## config.mk

```make
export PLATFORM = sky130hd
export DESIGN_NAME = uart_cmd_parser
export DESIGN_NICKNAME = d
export VERILOG_FILES = /design/src/rtl/uart_cmd_pkg.sv /design/src/rtl/uart_cmd_buf.sv /design/src/rtl/uart_cmd_parser.sv
export SDC_FILE = /design/constraint.sdc
export NUM_CORES = 1
export LEC_CHECK = 0
export ABC_AREA = 1
export CORE_AREA = 3 3 145 147
export CTS_CLUSTER_DIAMETER = 120
export DETAILED_ROUTE_END_ITERATION = 12
export DIE_AREA = 0 0 148 150
export HOLD_SLACK_MARGIN = 0.1
export PLACE_DENSITY = 0.55
export SYNTH_ARGS = -nofsm -noshare
export SYNTH_HDL_FRONTEND = slang
export SYNTH_SLANG_ARGS = --single-unit
```

## constraint.sdc

```tcl
create_clock -name sys_clk -period 2.9 [get_ports sys_clk]
set_input_delay 0.58 -clock sys_clk [delete_from_list [all_inputs] [get_ports sys_clk]]
set_output_delay 0.58 -clock sys_clk [all_outputs]
set_load 0.01 [all_outputs]
```

## src/rtl/uart_cmd_pkg.sv

```systemverilog
// ---------------------------------------------------------------------------
// uart_cmd_pkg
// Shared definitions for the UART command-frame parser:
//   - state_t        : frame decoder states
//   - ERR_*          : err_code values reported with cmd_err
//   - DEFAULT_HEADER : default start-of-frame byte
//   - csum_step      : one step of the running XOR checksum
// ---------------------------------------------------------------------------
package uart_cmd_pkg;

    typedef enum logic [2:0] {
        ST_IDLE    = 3'd0,
        ST_CMD     = 3'd1,
        ST_LEN     = 3'd2,
        ST_PAYLOAD = 3'd3,
        ST_CHECK   = 3'd4
    } state_t;

    localparam logic [1:0] ERR_NONE = 2'd0;
    localparam logic [1:0] ERR_CSUM = 2'd1;
    localparam logic [1:0] ERR_LEN  = 2'd2;
    localparam logic [1:0] ERR_TMO  = 2'd3;

    localparam logic [7:0] DEFAULT_HEADER = 8'hAA;

    // Fold one received byte into the running XOR checksum.
    function automatic logic [7:0] csum_step(input logic [7:0] acc, input logic [7:0] b);
        return acc ^ b;
    endfunction

endpackage

```

## src/rtl/uart_cmd_buf.sv

```systemverilog
// ---------------------------------------------------------------------------
// uart_cmd_buf
// MAX_LEN x 8-bit payload staging buffer with synchronous clear, indexed
// byte write and a flat read vector (byte i at [8i+7:8i]).
// Ports:
//   clk, rst_n  : clock, asynchronous active-low reset
//   i_clr       : clear every byte to zero (wins over i_wr)
//   i_wr        : write i_data into byte i_idx
//   i_idx       : byte index of the write
//   i_data      : byte to write
//   o_data      : flat contents of the buffer
// ---------------------------------------------------------------------------
module uart_cmd_buf
    import uart_cmd_pkg::*;
#(
    parameter int MAX_LEN = 8,
    parameter int IW      = 4
) (
    input  logic                   clk,
    input  logic                   rst_n,
    input  logic                   i_clr,
    input  logic                   i_wr,
    input  logic [IW-1:0]          i_idx,
    input  logic [7:0]             i_data,
    output logic [8*MAX_LEN-1:0]   o_data
);

    logic [8*MAX_LEN-1:0] r_mem;

    // Staging storage: clear or single indexed byte write per cycle.
    always_ff @(posedge clk or negedge rst_n) begin
        if (!rst_n) begin
            r_mem <= '0;
        end else if (i_clr) begin
            r_mem <= '0;
        end else if (i_wr) begin
            for (int i = 0; i < MAX_LEN; i++) begin
                if (i_idx == IW'(i)) begin
                    r_mem[8*i +: 8] <= i_data;
                end
            end
        end
    end

    assign o_data = r_mem;

endmodule

```

## src/rtl/uart_cmd_parser.sv

```systemverilog
// ---------------------------------------------------------------------------
// uart_cmd_parser
// Decodes frames  HEADER, code, len, payload[len], xor-checksum  from the
// UART receiver byte stream and presents each good frame as a registered,
// one-cycle cmd_valid record; malformed frames give a one-cycle cmd_err
// with err_code (1 checksum, 2 length, 3 timeout).
// Optional feature macro: UART_CMD_TIMEOUT_EN (inter-byte timeout, error 3).
// Ports:
//   sys_clk, sys_rst_n : clock, asynchronous active-low reset
//   pi_data, pi_flag   : received byte and its one-cycle strobe
//   cmd_code/len/payload : last good frame (change only with cmd_valid)
//   cmd_valid          : new good frame pulse
//   cmd_err, err_code  : dropped-frame pulse, reason (held until next error)
//   busy               : decoder is inside a frame
// ---------------------------------------------------------------------------
module uart_cmd_parser
    import uart_cmd_pkg::*;
#(
    parameter int          CLK_FREQ      = 100_000_000,
    parameter int          UART_BPS      = 115200,
    parameter int          MAX_LEN       = 8,
    parameter logic [7:0]  HEADER        = DEFAULT_HEADER,
    parameter int          TIMEOUT_BYTES = 4,
    localparam int         LW            = $clog2(MAX_LEN + 1)
) (
    input  logic                   sys_clk,
    input  logic                   sys_rst_n,
    input  logic [7:0]             pi_data,
    input  logic                   pi_flag,
    output logic [7:0]             cmd_code,
    output logic [LW-1:0]          cmd_len,
    output logic [8*MAX_LEN-1:0]   cmd_payload,
    output logic                   cmd_valid,
    output logic                   cmd_err,
    output logic [1:0]             err_code,
    output logic                   busy
);

    localparam int         TIMEOUT_CYC = TIMEOUT_BYTES * 10 * (CLK_FREQ / UART_BPS);
    localparam logic [7:0] MAX_LEN_B   = 8'(MAX_LEN);

    // Reject configurations the length field or timeout counter cannot represent.
    if (MAX_LEN < 1 || MAX_LEN > 15 || TIMEOUT_CYC < 2) begin : g_cfg_check
        $error("uart_cmd_parser: unsupported MAX_LEN or timeout configuration");
    end

    state_t                r_state;
    state_t                w_next_state;
    logic [7:0]            r_code;
    logic [LW-1:0]         r_len;
    logic [LW-1:0]         r_idx;
    logic [7:0]            r_csum;
    logic [7:0]            w_csum_next;
    logic                  w_valid;
    logic                  w_err;
    logic [1:0]            w_err_code;
    logic                  w_buf_clr;
    logic                  w_buf_wr;
    logic                  w_tmo;
    logic [8*MAX_LEN-1:0]  w_buf_data;

    uart_cmd_buf #(
        .MAX_LEN (MAX_LEN),
        .IW      (LW)
    ) u_buf (
        .clk    (sys_clk),
        .rst_n  (sys_rst_n),
        .i_clr  (w_buf_clr),
        .i_wr   (w_buf_wr),
        .i_idx  (r_idx),
        .i_data (pi_data),
        .o_data (w_buf_data)
    );

`ifdef UART_CMD_TIMEOUT_EN
    localparam int TW = $clog2(TIMEOUT_CYC);

    logic [TW-1:0] r_tmo_cnt;

    // A byte in the same cycle as the terminal count wins over the timeout.
    assign w_tmo = (r_state != ST_IDLE) && !pi_flag &&
                   (r_tmo_cnt == TW'(TIMEOUT_CYC - 1));

    // Inter-byte timer: restarts on every byte, runs only inside a frame.
    always_ff @(posedge sys_clk or negedge sys_rst_n) begin
        if (!sys_rst_n) begin
            r_tmo_cnt <= '0;
        end else if (pi_flag || (r_state == ST_IDLE) || w_tmo) begin
            r_tmo_cnt <= '0;
        end else begin
            r_tmo_cnt <= r_tmo_cnt + TW'(1);
        end
    end
`else
    assign w_tmo = 1'b0;
`endif

    // State register.
    always_ff @(posedge sys_clk or negedge sys_rst_n) begin
        if (!sys_rst_n) begin
            r_state <= ST_IDLE;
        end else begin
            r_state <= w_next_state;
        end
    end

    // Next-state decode plus the frame-complete / frame-dropped strobes.
    always_comb begin
        w_next_state = r_state;
        w_valid      = 1'b0;
        w_err        = 1'b0;
        w_err_code   = ERR_NONE;
        w_buf_clr    = 1'b0;
        w_buf_wr     = 1'b0;
        w_csum_next  = csum_step(r_csum, pi_data);
        if (pi_flag) begin
            case (r_state)
                ST_IDLE: begin
                    if (pi_data == HEADER) begin
                        w_next_state = ST_CMD;
                    end else begin
                        w_next_state = ST_IDLE;
                    end
                end
                ST_CMD: begin
                    w_next_state = ST_LEN;
                end
                ST_LEN: begin
                    // Clearing on every length byte keeps unused output bytes
                    // zero even for zero-length frames.
                    w_buf_clr = 1'b1;
                    if (pi_data > MAX_LEN_B) begin
                        w_next_state = ST_IDLE;
                        w_err        = 1'b1;
                        w_err_code   = ERR_LEN;
                    end else if (pi_data == 8'd0) begin
                        w_next_state = ST_CHECK;
                    end else begin
                        w_next_state = ST_PAYLOAD;
                    end
                end
                ST_PAYLOAD: begin
                    w_buf_wr = 1'b1;
                    if (r_idx == (r_len - LW'(1))) begin
                        w_next_state = ST_CHECK;
                    end else begin
                        w_next_state = ST_PAYLOAD;
                    end
                end
                ST_CHECK: begin
                    w_next_state = ST_IDLE;
                    if (pi_data == r_csum) begin
                        w_valid = 1'b1;
                    end else begin
                        w_err      = 1'b1;
                        w_err_code = ERR_CSUM;
                    end
                end
                default: begin
                    w_next_state = ST_IDLE;
                end
            endcase
        end else if (w_tmo) begin
            w_next_state = ST_IDLE;
            w_err        = 1'b1;
            w_err_code   = ERR_TMO;
        end else begin
            w_next_state = r_state;
        end
    end

    // Frame working registers: code, length, payload index, checksum.
    always_ff @(posedge sys_clk or negedge sys_rst_n) begin
        if (!sys_rst_n) begin
            r_code <= 8'd0;
            r_len  <= '0;
            r_idx  <= '0;
            r_csum <= 8'd0;
        end else if (pi_flag) begin
            case (r_state)
                ST_CMD: begin
                    r_code <= pi_data;
                    r_csum <= pi_data;
                end
                ST_LEN: begin
                    r_len  <= pi_data[LW-1:0];
                    r_idx  <= '0;
                    r_csum <= w_csum_next;
                end
                ST_PAYLOAD: begin
                    r_idx  <= r_idx + LW'(1);
                    r_csum <= w_csum_next;
                end
                default: begin
                    r_csum <= r_csum;
                end
            endcase
        end
    end

    // Registered outputs; the command record moves only on a good frame.
    always_ff @(posedge sys_clk or negedge sys_rst_n) begin
        if (!sys_rst_n) begin
            cmd_code    <= 8'd0;
            cmd_len     <= '0;
            cmd_payload <= '0;
            cmd_valid   <= 1'b0;
            cmd_err     <= 1'b0;
            err_code    <= ERR_NONE;
            busy        <= 1'b0;
        end else begin
            cmd_valid <= w_valid;
            cmd_err   <= w_err;
            busy      <= (w_next_state != ST_IDLE);
            if (w_valid) begin
                cmd_code    <= r_code;
                cmd_len     <= r_len;
                cmd_payload <= w_buf_data;
            end
            if (w_err) begin
                err_code <= w_err_code;
            end
        end
    end

endmodule

```

# --- After elaboration in Yosys (flattened, before gate mapping) ---
# Index checks and enable logic that the tools add are counted.
classes:
  bitwise: 1
  add_sub_neg: 2
  order_cmp: 1
  n_eq_ne: 14
  reduce_logical: 28
  muxes: 33
ops:
  columns: ["operator", "n"]
  rows:
  - ["$mux W64", 2]
  - ["$mux W8", 8]
  - ["$reduce_and A2 Y1", 12]
  - ["$reduce_bool A2 Y1", 11]
  - ["$eq A4 B3 Y1 const B", 4]
  - ["$pmux W8 S2", 1]
  - ["$mux W1", 12]
  - ["$mux W3", 4]
  - ["$pmux W3 S4", 1]
  - ["$eq A4 B2 Y1 const B", 2]
  - ["$eq A8 B8 Y1", 1]
  - ["$eq A8 B8 Y1 const B", 1]
  - ["$gt A8 B4 Y1 const B", 1]
  - ["$logic_not A8 Y1", 1]
  - ["$pmux W4 S2", 1]
  - ["$xor A8 B8 Y8", 1]
  - ["$eq A3 B2 Y1 const B", 2]
  - ["$add A4 B1 Y4 const B", 1]
  - ["$eq A4 B1 Y1 const B", 1]
  - ["$eq A4 B4 Y1", 1]
  - ["$logic_not A4 Y1", 1]
  - ["$mux W2", 2]
  - ["$pmux W2 S2", 1]
  - ["$sub A4 B1 Y4 const B", 1]
  - ["6 further kinds", 6]
word_totals:
  elab_cells: 99
  input_bits: 11
  regBits: 172

# --- Depth between registers and ports, before layout ---
logic_depth:
  depth_word: 6
  ltp_mapped: 12
  ltp_nobuf: 12

# --- By module ---
# From an unflattened synthesis, not the netlist that was laid out.
unflattened:
  cells_unflattened: 823
  hier_area_um2: 7292.0
by_module_without_submodules:
  columns: ["module", "area_per_inst_um2", "cells_per_inst", "n_inst"]
  rows:
  - ["uart_cmd_parser", 4494.3, 513, 1]
  - ["uart_cmd_buf", 2797.7, 310, 1]

# --- Worst setup path before layout ---
# No wires, ideal clock.
synth_timing:
  path_kind: "input-to-reg"
  start: "in pi_data[3]"
  end: "reg cmd_payload[10]"
  setup_time_ns: 0.066
  setup_slack_ns: 1.225
  t_arrival_ns: 1.609
  cell_stages: 9
  path_buffers: 1
  required_ns: 2.834
  path_cell_list: "xor2_1 -> nor3_1 -> nand3_1 -> inv_1 -> nand2_1 -> inv_2 -> buf_2 -> nand2_1 -> nand2_1"
synth_via:
  elab_chain_len: 4
synth_rtl:
  columns: ["element", "line_no", "text"]
  rows:
  - ["from (decl)", "uart_cmd_parser.sv:28", "input logic [7:0] pi_data,"]
  - ["$eq A8 B8 Y1", "uart_cmd_parser.sv:152", "if (pi_data == r_csum) begin"]
  - ["$mux W1", "uart_cmd_parser.sv:152", null]
  - ["$mux W1", "uart_cmd_parser.sv:117", "case (r_state)"]
  - ["$mux W1", "uart_cmd_parser.sv:116", "if (pi_flag) begin"]
  - ["to (signal assigned)", "uart_cmd_parser.sv:218", "cmd_payload <= w_buf_data;"]
  - ["to (decl)", "uart_cmd_parser.sv:32", "output logic [8*MAX_LEN-1:0] cmd_payload,"]
# Every way passes these cells.
# A chain may end at the register's enable or synchronous reset.

# --- Worst setup path in the final report ---
layout_timing:
  start: "in pi_flag"
  end: "reg u_buf.r_mem[32], in the netlist u_buf.o_data[32]"
layout_via:
  elab_chain_len: 3
layout_rtl:
  columns: ["element", "line_no", "text"]
  rows:
  - ["from (decl)", "uart_cmd_parser.sv:29", "input logic pi_flag,"]
  - ["$mux W1", "uart_cmd_parser.sv:116", null]
  - ["$reduce_bool A2 Y1 (no line)", null, null]
  - ["$reduce_and A2 Y1 (no line)", null, null]
  - ["to (signal, indexed assignment)", "uart_cmd_buf.sv:39", "r_mem[8*i +: 8] <= i_data;"]
  - ["to (decl)", "uart_cmd_buf.sv:28", "logic [8*MAX_LEN-1:0] r_mem;"]
# Several ways; a longest one is shown, not always the timed one.

==> results_dict.tcl <==
set metrics [dict create \
    syn_nets 771 \
    drive_gt1_frac 0.0733 \
    syn2layout_area_growth_pct 25.4 \
    vias 5094 \
    die-width_um 148 \
    cap_violations 0 \
    ctsRootBufferMaster "clkbuf_16" \
    path_clk_slew_ns 0.07 \
    postCtsHoldBufs 0 \
    setup_tns_ns 0 \
    setup_viol 0 \
    layout.nets 863 \
    n_antenna_cell 0 \
    gp_congestion 0.767 \
    ant_nets 0 \
    grt-ovfl-total 0 \
    tritoncts "yes" \
    first_global_vias 4952 \
    end_kind "register" \
    layout_min_cycle_time_ns 2.07 \
    grt_max_degree 65 \
    final_core_util 0.435 \
    dr.pass1.iters 4 \
    die-area_um2 22200 \
    cp_num_buf_inv 2 \
    numCtsBuffers 17 \
    drc 0 \
    rows 52 \
    cts_setup_buffers 0 \
    fp.dieH_um 150 \
    wl_per_cell_um 14.3 \
    cts_resized 0 \
    drt-initial-drc-count 355 \
    finClkSkew_ns 0.00920 \
    antenna_found_initial 0 \
    powerDensity_nw_per_um2 671 \
    nFillCells 2040 \
    wirelength_met1_um 7880 \
    cp_data_arrival_time_ns 2.35 \
    critPathMaxStageDelay_ns 0.65 \
    fmax_ghz 0.484 \
    port_buffers 91 \
    fin_ws_ns 0.832 \
    slew_headroom 0.523 \
    status "complete, no violations" \
    wl_met3_um 571 \
    crit_family "buffers and inverters" \
    grt_setup_unrepaired "no" \
    synth-seq-cells 172 \
    coreArea_um2 20000 \
    cp_cell_sequence "clkdlybuf4s50_1 -> inv_2 -> nor2_4 -> a31oi_2 -> nand2_1 -> o21ai_0" \
    total_leakage_power_nw 4.33 \
    syn_avg_cell_area_um2 9.21 \
    dp_worst_setup_slack_ns 0.405 \
    yosysWarnings 0 \
    critPathMaxFanout 16 \
    synth_cell_types 27 \
    totalWireLength_um 16100 \
    highest_layer "met4" \
    netlist_instances 755 \
    hold_viol 0 \
    syn_area_um2 6950 \
    mostFrequentLayoutCell "nand2_1" \
    max_slew.worst_pin.slew_ns 0.713 \
    wl_met2_um 7360 \
    ys_seq_area_frac 0.619 \
    start_util 0.347 \
    hpwlAfterDp_um 10600 \
    cts_sinks 172 \
    grt_pass1_wl_um 26600 \
    crit_type "in2reg" \
    period_share 0.713 \
    min_path_type "in2async" \
    final_max_slew_viol_count 0 \
    htree_levels 4 \
    clockBufferDepth 2 \
    peakVddDrop_mv 0.406 \
    start_kind "input port" \
    viasPerCell 4.51 \
    clk_latency_ns 0.43 \
    slowest_stage "clkdlybuf4s50_1" \
    ios 92 \
    final_cell_mix "nand2_1 (335), dfrtp_1 (172), clkdlybuf4s50_1 (90), o21ai_0 (69), nor2_1 (35)" \
    grt.total_usage 0.153 \
    crit_required_ns 3.18 \
]
[path summary, 6_finish.rpt]
kind / from / to / slack, ns / cells past startpoint
max reg2reg: r_state[2] / u_buf.o_data[7] / 0.94 / 7
min in group sys_clk: u_buf.o_data[27] / cmd_payload[27] / 0.47 / 2
max in group asynchronous: sys_rst_n / cmd_payload[15] / 2.06 / 2
min reg2reg: u_buf.o_data[27] / cmd_payload[27] / 0.47 / 2
max: pi_flag / u_buf.o_data[32] / 0.83 / 6
min: sys_rst_n / cmd_valid / 0.1 / 1
[Yosys cell counts, drive strengths merged]
master,n,area (um^2)
buf,18,128
nor4,2,12.5
nor3,3,31.3
o21ai,71,355
dfrtp,172,4300
clkbuf,10,37.5
xnor2,3,26.3
xor2,14,123
nor2,37,149
nand4,3,18.8
nand3,10,50.1
a31oi,6,92.6
nand2,343,1320
a21oi,19,95.1
ha,5,62.6
inv,39,149
[per-stage QoR]
stage	cell area (um^2)	total power, mW	std cells	hold slack, ns
3_5_place_dp	8150	3.71	1098	0.454
3_3_place_gp	8150	3.69	1098	0.452
2_1_floorplan	6950	3.47	755	0.284
6_report	8720	5.85	1130	0.0972
4_1_cts	8720	5.91	1130	0.115
5_1_grt	8720	6.19	1130	0.130
[state kept, by name, summed over array words and instances, names as in the netlist]
| register | count |
|---|---|
| cmd_payload | 64 |
| r_idx | 4 |
| r_len | 4 |
| r_code | 8 |
| busy | 1 |
| cmd_err | 1 |
| cmd_valid | 1 |
| cmd_code | 8 |
| r_csum | 8 |
| err_code | 2 |
| r_state | 3 |
| cmd_len | 4 |
| u_buf.o_data | 64 |
[report_power, final]
part | switching [mW] | internal [mW] | leakage [nW]
registers | 0.225 | 2.78 | 2.30
logic | 0.380 | 0.278 | 1.77
clock network | 0.967 | 1.22 | 0.254
[logic make-up (layout without fill, tap and decap cells)]
kind of cell,Yosys count,after routing,synth area share
and+or+nand+nor,398,398,0.227
DFF,172,172,0.619
AOI/OAI and AO/OA,96,96,0.0781
buffers and inverters,67,172,0.0452
xor gates and xnor gates,17,17,0.0214
adders and majority gates,5,5,0.00900
[per-layer routing]
layer  vias up  global-route usage
li1       2550                   -
met5         -                   0
met1      2434               0.216
met2        87               0.233
met3        23              0.0333
met4         0              0.0564
[cell type report]
cell class              count  area, um^2  share of cell area
repair buffers            101        1020               0.118
well taps                 270         338              0.0388
multi-input cells         516        2340               0.268
clock inverters            11         113              0.0129
clock buffers              21         450              0.0517
flip-flops and latches    172        4300               0.494
inverters                  39         149              0.0171
Note: power is estimated with default switching activity, not from simulation.
